**config.mk**
```make
export PLATFORM = sky130hd
export DESIGN_NAME = scarv_uart_tx_fifo
export DESIGN_NICKNAME = d
export VERILOG_FILES = /design/src/rtl/scarv_uart_tx_fifo.sv
export SDC_FILE = /design/constraint.sdc
export NUM_CORES = 1
export LEC_CHECK = 0
export ABC_AREA = 1
export ABC_CLOCK_PERIOD_IN_PS = 2500
export BUFFER_PORTS_ARGS = -buffer_cell sky130_fd_sc_hd__buf_2
export CELL_PAD_IN_SITES_DETAIL_PLACEMENT = 1
export CELL_PAD_IN_SITES_GLOBAL_PLACEMENT = 1
export CORE_MARGIN = 10
export CORE_UTILIZATION = 37
export CTS_BUF_LIST = sky130_fd_sc_hd__clkbuf_8
export DETAILED_ROUTE_END_ITERATION = 10
export GPL_ROUTABILITY_DRIVEN = 1
export GPL_TIMING_DRIVEN = 1
export HOLD_SLACK_MARGIN = 0.1
export PLACE_DENSITY = 0.78
export REMOVE_ABC_BUFFERS = 1
export SLEW_MARGIN = 20
export SYNTH_ARGS = -nofsm -noshare
export SYNTH_HDL_FRONTEND = slang
export SYNTH_SLANG_ARGS = --single-unit
```
**constraint.sdc**
```tcl
create_clock -name f_clk -period 2.5 [get_ports f_clk]
set_input_delay 0.25 -clock f_clk [delete_from_list [all_inputs] [get_ports f_clk]]
set_output_delay 0.25 -clock f_clk [all_outputs]
set_load 0.1 [all_outputs]
```
**src/rtl/scarv_uart_tx_fifo.sv**
```systemverilog
// UART transmitter with a transmit FIFO in front of it.
// The frame format (data bits, parity, stop bits), the bit rate and the FIFO depth are
// set by parameters. Bytes arrive over a valid/ready handshake and are sent on uart_txd.
//
// Ports:
//   f_clk      - free running clock
//   g_resetn   - synchronous active-low reset
//   tx_valid   - tx_data holds a byte to queue
//   tx_ready   - FIFO has room; a transfer happens on tx_valid && tx_ready
//   tx_data    - frame payload, bit 0 is sent first
//   uart_txd   - registered serial output, idles high
//   busy       - a frame is in progress or the FIFO holds data
//   fifo_count - number of queued entries
module scarv_uart_tx_fifo #(
  parameter int unsigned UART_BIT_RATE  = 256_000,
  parameter int unsigned UART_CLK_HZ    = 50_000_000,
  parameter int unsigned UART_STOP_BITS = 1,
  parameter int unsigned DATA_BITS      = 8,
  parameter int unsigned PARITY         = 0,
  parameter int unsigned FIFO_DEPTH     = 4
) (
  input  logic                          f_clk,
  input  logic                          g_resetn,
  input  logic                          tx_valid,
  output logic                          tx_ready,
  input  logic [DATA_BITS-1:0]          tx_data,
  output logic                          uart_txd,
  output logic                          busy,
  output logic [$clog2(FIFO_DEPTH):0]   fifo_count
);

  localparam int unsigned CYCLES_PER_BIT = UART_CLK_HZ / UART_BIT_RATE;
  localparam int unsigned CNT_W = (CYCLES_PER_BIT > 1) ? $clog2(CYCLES_PER_BIT) : 1;
  localparam int unsigned IDX_W = $clog2(DATA_BITS);
  localparam int unsigned PTR_W = $clog2(FIFO_DEPTH);
  localparam int unsigned CW    = PTR_W + 1;
  // Parity values other than odd (1) or even (2) mean no parity bit.
  localparam bit HAS_PARITY = (PARITY == 1) || (PARITY == 2);

  localparam logic [CNT_W-1:0] CNT_LAST  = CNT_W'(CYCLES_PER_BIT - 1);
  localparam logic [IDX_W-1:0] DATA_LAST = IDX_W'(DATA_BITS - 1);
  localparam logic [IDX_W-1:0] STOP_LAST = IDX_W'(UART_STOP_BITS - 1);

  typedef enum logic [2:0] {StIdle, StStart, StData, StParity, StStop} state_e;

  // FIFO storage and pointers
  logic [DATA_BITS-1:0] mem [FIFO_DEPTH];
  logic [PTR_W-1:0]     wr_ptr_q, rd_ptr_q;
  logic [CW-1:0]        count_q, count_d;
  logic                 push, pop;
  logic [DATA_BITS-1:0] head;
  logic                 head_par;

  // Transmit engine
  state_e               state_q, state_d;
  logic [CNT_W-1:0]     cnt_q, cnt_d;
  logic [IDX_W-1:0]     idx_q, idx_d;
  logic [DATA_BITS-1:0] shift_q, shift_d;
  logic                 par_q, par_d;
  logic                 txd_q, txd_d;
  logic                 bit_end;

  assign tx_ready   = (count_q != CW'(FIFO_DEPTH));
  assign push       = tx_valid && tx_ready;
  assign head       = mem[rd_ptr_q];
  assign head_par   = (PARITY == 1) ? ~(^head) : ^head;
  assign bit_end    = (cnt_q == CNT_LAST);

  assign uart_txd   = txd_q;
  assign busy       = (state_q != StIdle) || (count_q != '0);
  assign fifo_count = count_q;

  always_comb begin
    unique case ({push, pop})
      2'b10:   count_d = count_q + 1'b1;
      2'b01:   count_d = count_q - 1'b1;
      default: count_d = count_q;
    endcase
  end

  always_ff @(posedge f_clk) begin
    if (g_resetn && push) begin
      mem[wr_ptr_q] <= tx_data;
    end
  end

  always_ff @(posedge f_clk) begin
    if (!g_resetn) begin
      wr_ptr_q <= '0;
      rd_ptr_q <= '0;
      count_q  <= '0;
    end else begin
      // Depth is a power of two, so the pointers wrap naturally.
      if (push) wr_ptr_q <= wr_ptr_q + 1'b1;
      if (pop)  rd_ptr_q <= rd_ptr_q + 1'b1;
      count_q <= count_d;
    end
  end

  always_comb begin
    state_d = state_q;
    cnt_d   = cnt_q;
    idx_d   = idx_q;
    shift_d = shift_q;
    par_d   = par_q;
    txd_d   = txd_q;
    pop     = 1'b0;

    if (state_q != StIdle) begin
      cnt_d = bit_end ? '0 : cnt_q + 1'b1;
    end

    case (state_q)
      StIdle: begin
        txd_d = 1'b1;
        if (count_q != '0) begin
          pop     = 1'b1;
          state_d = StStart;
          txd_d   = 1'b0;
          cnt_d   = '0;
          shift_d = head;
          par_d   = head_par;
        end
      end
      StStart: begin
        if (bit_end) begin
          state_d = StData;
          idx_d   = '0;
          txd_d   = shift_q[0];
          shift_d = shift_q >> 1;
        end
      end
      StData: begin
        if (bit_end) begin
          if (idx_q == DATA_LAST) begin
            idx_d = '0;
            if (HAS_PARITY) begin
              state_d = StParity;
              txd_d   = par_q;
            end else begin
              state_d = StStop;
              txd_d   = 1'b1;
            end
          end else begin
            idx_d   = idx_q + 1'b1;
            txd_d   = shift_q[0];
            shift_d = shift_q >> 1;
          end
        end
      end
      StParity: begin
        if (bit_end) begin
          state_d = StStop;
          txd_d   = 1'b1;
          idx_d   = '0;
        end
      end
      StStop: begin
        // idx_q counts stop bits here so two stop bits need no extra counter.
        if (bit_end) begin
          if (idx_q == STOP_LAST) begin
            idx_d = '0;
            if (count_q != '0) begin
              // Chain straight into the next frame with no idle cycle.
              pop     = 1'b1;
              state_d = StStart;
              txd_d   = 1'b0;
              shift_d = head;
              par_d   = head_par;
            end else begin
              state_d = StIdle;
              txd_d   = 1'b1;
            end
          end else begin
            idx_d = idx_q + 1'b1;
          end
        end
      end
      default: begin
        state_d = StIdle;
        txd_d   = 1'b1;
      end
    endcase
  end

  always_ff @(posedge f_clk) begin
    if (!g_resetn) begin
      state_q <= StIdle;
      cnt_q   <= '0;
      idx_q   <= '0;
      shift_q <= '0;
      par_q   <= 1'b0;
      txd_q   <= 1'b1;
    end else begin
      state_q <= state_d;
      cnt_q   <= cnt_d;
      idx_q   <= idx_d;
      shift_q <= shift_d;
      par_q   <= par_d;
      txd_q   <= txd_d;
    end
  end

endmodule

```
# After elaboration in Yosys (flattened, before gate mapping)
# Memory sizes are Yosys's and may differ from the RTL's. A register that Yosys moved wholly into a read port is not among the register bits.
# Cells that the tools add are included.
# Widths: inputs -> output; s select.
[totals] input_bits=11 output_inout_bits=6 ramBits=32 reg_bits=30 n_memories=1 elab_cells=91
[memory_table] name="mem" words=4 word_bits=8 rd=1 rd_clocked_by_memory_dff=1 wr=1 line="47" rtl="logic [DATA_BITS-1:0] mem [FIFO_DEPTH];"
[op_classes] n_addsub=6 mux=43 n_eq_ne=18 n_reduce_logical=15
[op_table] op="$mux 8" count=10
[op_table] op="$mux 3" count=12
[op_table] op="$pmux 8 s4" count=1
[op_table] op="$ne 2x2->1 const B" count=8
[op_table] op="$pmux 3 s5" count=1
[op_table] op="$mux 1" count=13
[op_table] op="$pmux 3 s3" count=1
[op_table] op="$reduce_bool 3->1" count=3
[op_table] op="$add 8x1->8 const B" count=1
[op_table] op="$eq 8x8->1 const B" count=1
[op_table] op="$reduce_and 7->1" count=1
[op_table] op="$add 3x1->3 const B" count=2
[op_table] op="$eq 3x2->1 const B" count=2
[op_table] op="$eq 3x3->1 const B" count=2
[op_table] op="$logic_not 3->1" count=2
[op_table] op="$pmux 3 s2" count=1
[op_table] op="$reduce_and 6->1" count=1
[op_table] op="$pmux 1 s5" count=1
[op_table] op="$reduce_and 5->1" count=1
[op_table] op="$add 2x1->2 const B" count=2
[op_table] op="$mux 2" count=2
[op_table] op="$reduce_and 4->1" count=1
[op_table] op="$reduce_bool 4->1" count=1
[op_table] op="$eq 3x1->1 const B" count=1
[op_table] op="other kinds (10)" count=11

# Depth between registers and ports, before layout
# Gate-level depths: netlist of the first run.
[logic_depth] ltp_word=7 mapped_depth=15

# Least setup slack after synthesis of the first run
# No wires, ideal clock.
[synth_timing] path_kind="register to register" from="register count_q[2] (netlist: fifo_count[2])" to="register count_q[2] (netlist: fifo_count[2])" slack_ns=-1.008 arrival_ns=3.385 path_stages_with_launch=10 path_buffers=0 path_cell_list="dfxtp_1 nand3_1 nand2_1 ha_1 inv_1 fa_1 a21oi_1 o21ai_0 o21ai_0 a21oi_1"
[synth_via] word_cells_on_any_way=13
[synth_lines] element="start, declared" line="49" rtl="logic [CW-1:0] count_q, count_d;"
[synth_lines] element="start signal, assigned" line="96" rtl="count_q <= count_d;"
[synth_lines] element="$ne 3x3->1 *" line="63" rtl="assign tx_ready = (count_q != CW'(FIFO_DEPTH));"
[synth_lines] element="named net tx_ready" line="25" rtl="output logic tx_ready,"
[synth_lines] element="$logic_and 1x1->1 *" line="64" rtl="assign push = tx_valid && tx_ready;"
[synth_lines] element="$eq 2x1->1 or $eq 2x2->1 (tied branches)" line="74" rtl="unique case ({push, pop})"
[synth_lines] element="$pmux 3 s2 or $reduce_bool 2->1 (tied branches)"
# Mark *: on every way through the listed nets, which the timed path passes. The rest lies on a longest branch.
# A chain may end at the register's enable or synchronous reset.

# Final worst setup path of the first run
[layout_timing] from="register cnt_q[0]" to="register count_q[2] (netlist: fifo_count[2])"
[layout_via] elab_chain_len=5 word_cells_on_any_way=7
[layout_lines] element="start, declared" line="56" rtl="logic [CNT_W-1:0] cnt_q, cnt_d;"
[layout_lines] element="start signal, assigned" line="196" rtl="cnt_q <= cnt_d;"
[layout_lines] element="$eq 8x8->1 *" line="67" rtl="assign bit_end = (cnt_q == CNT_LAST);"
[layout_lines] element="$mux 1 *" line="160" rtl="if (bit_end) begin"
[layout_lines] element="$pmux 1 s2 *" line="113" rtl="case (state_q)"
[layout_lines] element="named net pop" line="50" rtl="logic push, pop;"
[layout_lines] element="$eq 2x1->1 or $eq 2x2->1 (tied branches)" line="74"
[layout_lines] element="$pmux 3 s2 or $reduce_bool 2->1 (tied branches)"
# Marks and branches as above.

==> results of run 1 <==
## power groups by stage
stage / Clock [uW] / Sequential, uW / Combinational [uW]
3_5_place_dp: 0 / 1420 / 1870
6_report: 911 / 1400 / 1890
3_3_place_gp: 0 / 1410 / 1810
5_1_grt: 987 / 1430 / 2160
2_1_floorplan: 0 / 1600 / 1230
4_1_cts: 941 / 1400 / 1890
## cell type report
type                    count  area, um^2
clock inverters             7       78.83
inverters                  44       165.2
multi-input cells         240        1199
clock buffers               9       123.9
flip-flops and latches     64        1604
repair buffers             24       140.1
well taps                 102       127.6
fillers                   979        4409
## registers in the layout, summed over array words and instances, names as in the netlist, named ones only
name and cells:
cnt_q 8, fifo_count 3, idx_q 3, mem 32, rd_ptr_q 2, shift_q 8
state_q 3, uart_txd 1, wr_ptr_q 2
## cells in the final DEF, fill, tap and decap left out, drive strengths merged
cell type  instances
clkinv             1
bufinv             1
xor2               3
nand4              2
inv               46
nand3             25
a31o               1
edfxtp            32
o21a               1
fa                 1
xnor2              1
nand2             71
nor2              68
o21ai             38
clkbuf             9
nor3               1
dfxtp             32
buf               24
or2                1
ha                10
clkinvlp           3
a21oi             17
## metrics by stage
step / util / hold slack, ns / area, um^2
after floorplan: - / 0.3347 / 2957
after global placement: 0.4090 / 0.4554 / 3209
after detailed placement: 0.4090 / 0.4686 / 3209
after CTS: 0.4349 / 0.1058 / 3413
after global routing: 0.4381 / 0.1044 / 3438
final: 0.4381 / 0.1172 / 3438
## repair_timing
item,in CTS,in global routing
pin swaps,0,2
gates resized for setup,1,8
setup buffers,0,2
endpoints found under the setup margin,1,1
gates cloned,0,0
## path summary, 6_finish.rpt
check,start,end,slack (ns),cells past startpoint
setup / recovery,cnt_q[0],fifo_count[2],0.23,15
hold / removal,tx_data[3],mem[3][3],0.12,1
setup reg to reg,cnt_q[0],fifo_count[2],0.23,15
hold reg to reg,fifo_count[0],fifo_count[0],0.48,1
## layer usage
metal,track usage,share of wire
met1,0.1601,0.47
met2,0.1928,0.46
met3,0.03134,0.049
met4,0.05413,0.015
met5,0,0
## logic make-up after synthesis
family          synth area share
compound gates           0.09660
xor+xnor                 0.01161
fa+ha+maj                0.04809
buf+inv                  0.07504
flops                     0.5307
simple gates              0.2380
==> reports/metrics.csv, run 1 <==
metric;value;unit
outcome;completed;
Peak supply drop;0.0006945;V
CP max-delay cell;sky130_fd_sc_hd__fa_2;
global-route wire length before repair;11880;um
total buffers and inverters traversed by the critical path;3;
via count of the first global-routing pass;2466;
remaining design rule violation count;0;
setup slack of the critical path after layout;0.2263;ns
Non-Filler Instances;490;
share of power burned in combinational logic;0.449;
width of the chip;110.3;um
Root Buffer;sky130_fd_sc_hd__clkbuf_8;
maximum clock insertion buffer count;2;
transition time of the tightest slew-check pin;0.5036;ns
classification of the worst setup path;reg -> reg;
DR vias/cell;4.878;
setup-violating endpoint count in the final report;0;
CTS Buf Count;9;
required time at the worst-slack endpoint;2.73;ns
number of diodes added for antenna fixing;0;
dominant cell type by area after synthesis;sky130_fd_sc_hd__edfxtp_1;
startpoint type of the worst setup path;flop;
gp weighted congestion;0.7823;
Critical Path Fanout Max;4;
Total Wirelength;6969;um
CTS H-tree depth;3;
via count;2390;
number of instances in the synthesized netlist;357;
starting DRC count in detailed routing;109;
reported max-cap violation count;0;
final worst-path cycle share;0.9095;
number of hold buffers added after cts;0;
Setup Skew;0.01302;ns
io pins;17;
delay of the slowest cell on the worst path;0.36;ns
Int Power;2258;uW
row count;32;
TritonCTS clock tree;done;
number of register bits inferred by synthesis;64;
switch share;0.4621;
Design Power;4197;uW
leakage;0.001469;uW
worst-skew pair later-pin latency;0.35;ns
Mapped Avg Cell Area;8.453;um^2
core area;0.007848;mm^2
buffers added on ports;16;
Post-synth top cells;67 x sky130_fd_sc_hd__nand2_1, 65 x sky130_fd_sc_hd__nor2_1, 40 x sky130_fd_sc_hd__inv_1;
proportion of register bits with asynchronous set or reset after synthesis;0;
Ys Warns;0;
setup_tns;0;ns
power density of the placed cells;1221;mW/mm^2
chain of cells forming the critical path;inv_2, ha_1, nand2_1, nor2_2, nand2_2, inv_2, nand4_1, nand2_1, ha_1, inv_1, fa_2, a21oi_2, o21ai_1, o21ai_1, a21oi_1;
pin count of the biggest net entering global routing;24;
initial antenna violation count;0;
overall die area;0.01217;mm^2
number of synthesized flops with an enable pin;32;
layout net count;405;
CP Data Arrival Time;2.51;ns
Die H;110.3;um
HPWL after DPL;4911;um
most area-consuming cells after synthesis;sky130_fd_sc_hd__edfxtp_1 32%, sky130_fd_sc_hd__dfxtp_1 21%, sky130_fd_sc_hd__nand2_1 8.3%, sky130_fd_sc_hd__nor2_1 8.1%, sky130_fd_sc_hd__inv_1 5.0%;
portion of synthesized cell area occupied by the leading cell type;0.3184;
proportion of layout cells with a drive suffix above 1;0.1572;
endpoint type of the worst setup path;flop;
clock net sink count;64;
sequential cell area fraction in the yosys report;0.5307;
final critical-path required period;2.274;ns
most frequently used flop master after synthesis;sky130_fd_sc_hd__edfxtp_1;
netlist area before placement;0.003018;mm^2
Fmax;439.8;MHz
dominant cell by count in the synthesized netlist;sky130_fd_sc_hd__nand2_1;
fraction of power consumed by sequential logic;0.334;
worst hold path type;in -> reg;
post-placement cell count;472;
synth-to-layout area growth;13.93;%
Routed Antenna Nets;0;
max-slew violation total from the final report;0;
routed wirelength normalized by instance count;14.22;um
library cells used by synthesis;26;
starting density of the core;0.3846;
net load switching power;1939;uW
number of detailed-route iterations in the first pass;4;
relative slew slack;0.6638;
final hold violation count;0;
Top Family by Delay on Critical Path;adder cells;
clock slew seen by the registers of the worst setup and hold paths;0.08;ns
global route overflow;0;
unrepaired setup endpoints after global routing;no;
Setup Slack @ Placement;0.03910;ns
Tot GR Track Use;0.1241;
clock power share;0.217;
(Power assumes the default switching activity.)
==> run 2: changes to the inputs <==
--- a/config.mk
+++ b/config.mk
@@ -7,17 +7,17 @@
 export LEC_CHECK = 0
 export ABC_AREA = 1
 export ABC_CLOCK_PERIOD_IN_PS = 2500
-export BUFFER_PORTS_ARGS = -buffer_cell sky130_fd_sc_hd__buf_2
 export CELL_PAD_IN_SITES_DETAIL_PLACEMENT = 1
 export CELL_PAD_IN_SITES_GLOBAL_PLACEMENT = 1
 export CORE_MARGIN = 10
 export CORE_UTILIZATION = 37
 export CTS_BUF_LIST = sky130_fd_sc_hd__clkbuf_8
 export DETAILED_ROUTE_END_ITERATION = 10
+export DONT_BUFFER_PORTS = 1
 export GPL_ROUTABILITY_DRIVEN = 1
 export GPL_TIMING_DRIVEN = 1
 export HOLD_SLACK_MARGIN = 0.1
-export PLACE_DENSITY = 0.78
+export PLACE_DENSITY = 0.75
 export REMOVE_ABC_BUFFERS = 1
 export SLEW_MARGIN = 20
 export SYNTH_ARGS = -nofsm -noshare
==> run 2 against run 1 <==
Against the previous run:
- sequential power barely moved
- sequential share of layout area decreased by 1.6 points
- first-iteration DRC count up 10%
- worst setup slack got worse by 0.071 ns
- via count down 0.13%
- cell count did not move
- wire length rose by 1.1%
- non-clock buffer count unchanged
- critical path type unchanged
- critical endpoint unchanged
==> reports/metrics.csv, run 2 (same netlist as run 1, synthesis figures left out) <==
metric;value;unit
outcome;completed;
register with the highest flop count;mem;
Fmax;426.6;MHz
routed wirelength normalized by instance count;14.38;um
required time at the worst-slack endpoint;2.73;ns
maximum clock insertion buffer count;2;
HPWL after DPL;4745;um
Int Power;2558;uW
Tot GR Track Use;0.1218;
Setup Slack @ Placement;0.02564;ns
Regs by FF count;mem x32, cnt_q x8, shift_q x8;
startpoint type of the worst setup path;flop;
clock slew seen by the registers of the worst setup and hold paths;0.08;ns
Register Area;0.001604;mm^2
endpoint type of the worst setup path;flop;
worst-skew pair later-pin latency;0.35;ns
total buffers and inverters traversed by the critical path;3;
Die H;110.3;um
power density of the placed cells;1272;mW/mm^2
width of the chip;110.3;um
most common cell after layout, fill and taps aside;sky130_fd_sc_hd__nand2_1;
worst hold margin;0.1171;ns
starting density of the core;0.3846;
buffers added on ports;0;
core area;0.007848;mm^2
max-slew violation total from the final report;0;
Setup Skew;0.01155;ns
area used by multi-input combinational logic;0.001202;mm^2
gp weighted congestion;0.7913;
row count;32;
global-route wire length before repair;11630;um
worst hold path type;in -> reg;
cell mode on critical path;sky130_fd_sc_hd__inv_2;
relative slew slack;0.4441;
via count of the first global-routing pass;2428;
layout net count;405;
leakage;0.001516;uW
CTS H-tree depth;3;
number of detailed-route iterations in the first pass;4;
end-of-flow core utilization;0.4541;
leading cell types in the layout, fill and taps excluded;66 x sky130_fd_sc_hd__nand2_1, 65 x sky130_fd_sc_hd__nor2_1, 37 x sky130_fd_sc_hd__inv_1;
final worst-path cycle share;0.9377;
clock net sink count;64;
delay of the slowest cell on the worst path;0.38;ns
Fill cells;964;
reported max-cap violation count;0;
initial antenna violation count;0;
global route overflow;0;
synth-to-layout area growth;18.08;%
Peak supply drop;0.0007811;V
CP max-delay cell;sky130_fd_sc_hd__fa_2;
setup_tns;0;ns
setup-violating endpoint count in the final report;0;
clock power share;0.248;
classification of the worst setup path;reg -> reg;
Design Power;4531;uW
remaining design rule violation count;0;
via count;2387;
Critical Path Fanout Max;4;
starting DRC count in detailed routing;120;
final critical-path required period;2.344;ns
share of power burned in combinational logic;0.444;
flip-flop count of the largest register after layout;32;
DR vias/cell;4.871;
chain of cells forming the critical path;inv_2, ha_1, nand2_1, nor2_1, nand2_2, inv_2, nand4_1, nand2_2, ha_1, inv_2, fa_2, a21oi_2, o21ai_2, o21ai_1, a21oi_1;
io pins;17;
Total Wirelength;7046;um
TritonCTS clock tree;done;
transition time of the tightest slew-check pin;0.8311;ns
switch share;0.4354;
Root Buffer;sky130_fd_sc_hd__clkbuf_8;
fraction of power consumed by sequential logic;0.308;
CTS Buf Count;9;
CP Data Arrival Time;2.57;ns
net load switching power;1973;uW
Top Family by Delay on Critical Path;adder cells;
proportion of layout cells with a drive suffix above 1;0.1392;
final hold violation count;0;
overall die area;0.01217;mm^2
setup slack of the critical path after layout;0.1558;ns
number of diodes added for antenna fixing;0;
pin count of the biggest net entering global routing;22;
Routed Antenna Nets;0;
run 2: cell count changes in the layout (fill, tap and decap cells not counted), moves of 2 or more:
cell	delta
sky130_fd_sc_hd__dlygate4sd3_1	+9
sky130_fd_sc_hd__buf_4	+6
sky130_fd_sc_hd__bufinv_16	+2
sky130_fd_sc_hd__buf_2	-16
sky130_fd_sc_hd__clkinvlp_4	-3
run 2: worst reg2reg max path, delay by kind of cell, from the launching register on:
family          cells  cell delay (ns)
compound gates      4             0.44
fa+ha+maj           3             0.68
simple gates        5             0.53
flops               1             0.35
buf+inv             3             0.22
run 2: what timing repair did:
item                                   CTS  global route
pin swaps                                0             4
setup endpoints to repair                1             1
endpoints found under the hold margin   54             0
resized for setup                        1            10
hold buffers                             9             0
setup buffers                            0             4
run 2: power groups by stage:
| stage | sequential, uW | combinational [uW] | clock, uW |
|---|---|---|---|
| 2_1_floorplan | 1600 | 1230 | 0 |
| 3_3_place_gp | 1410 | 1870 | 0 |
| 3_5_place_dp | 1420 | 1920 | 0 |
| 4_1_cts | 1400 | 1970 | 1150 |
| 5_1_grt | 1420 | 2270 | 1190 |
| 6_report | 1400 | 2010 | 1120 |
run 2: final cells by class:
| cell class | count | share of cell area |
|---|---|---|
| flip-flops and latches | 64 | 0.4501 |
| multi-input cells | 240 | 0.3374 |
| repair buffers | 24 | 0.06039 |
| inverters | 44 | 0.04635 |
| well taps | 102 | 0.03581 |
| clock inverters | 7 | 0.03511 |
| clock buffers | 9 | 0.03476 |
run 2: through the flow:
step,instance area (um^2),cells
6_report,3563,490
5_1_grt,3563,490
4_1_cts,3518,486
3_5_place_dp,3179,461
3_3_place_gp,3179,461
2_1_floorplan,2957,348
run 2: final timing paths:
| path | from | end | slack (ns) | cells past startpoint |
|---|---|---|---|---|
| worst max-delay path | cnt_q[0] | fifo_count[2] | 0.16 | 15 |
| worst max register to register | cnt_q[0] | fifo_count[2] | 0.16 | 15 |
| worst min-delay path | g_resetn | cnt_q[5] | 0.12 | 2 |
| worst min register to register | uart_txd | uart_txd | 0.48 | 2 |
run 2: layer usage:
metal  vias to the layer above  global-route usage  wire length [um]
li1                       1206                   -                 -
met1                      1150              0.1515              3363
met2                        22              0.1991              3366
met3                         9             0.02844               212
met4                         0             0.04954               104
met5                         -                   0                 0
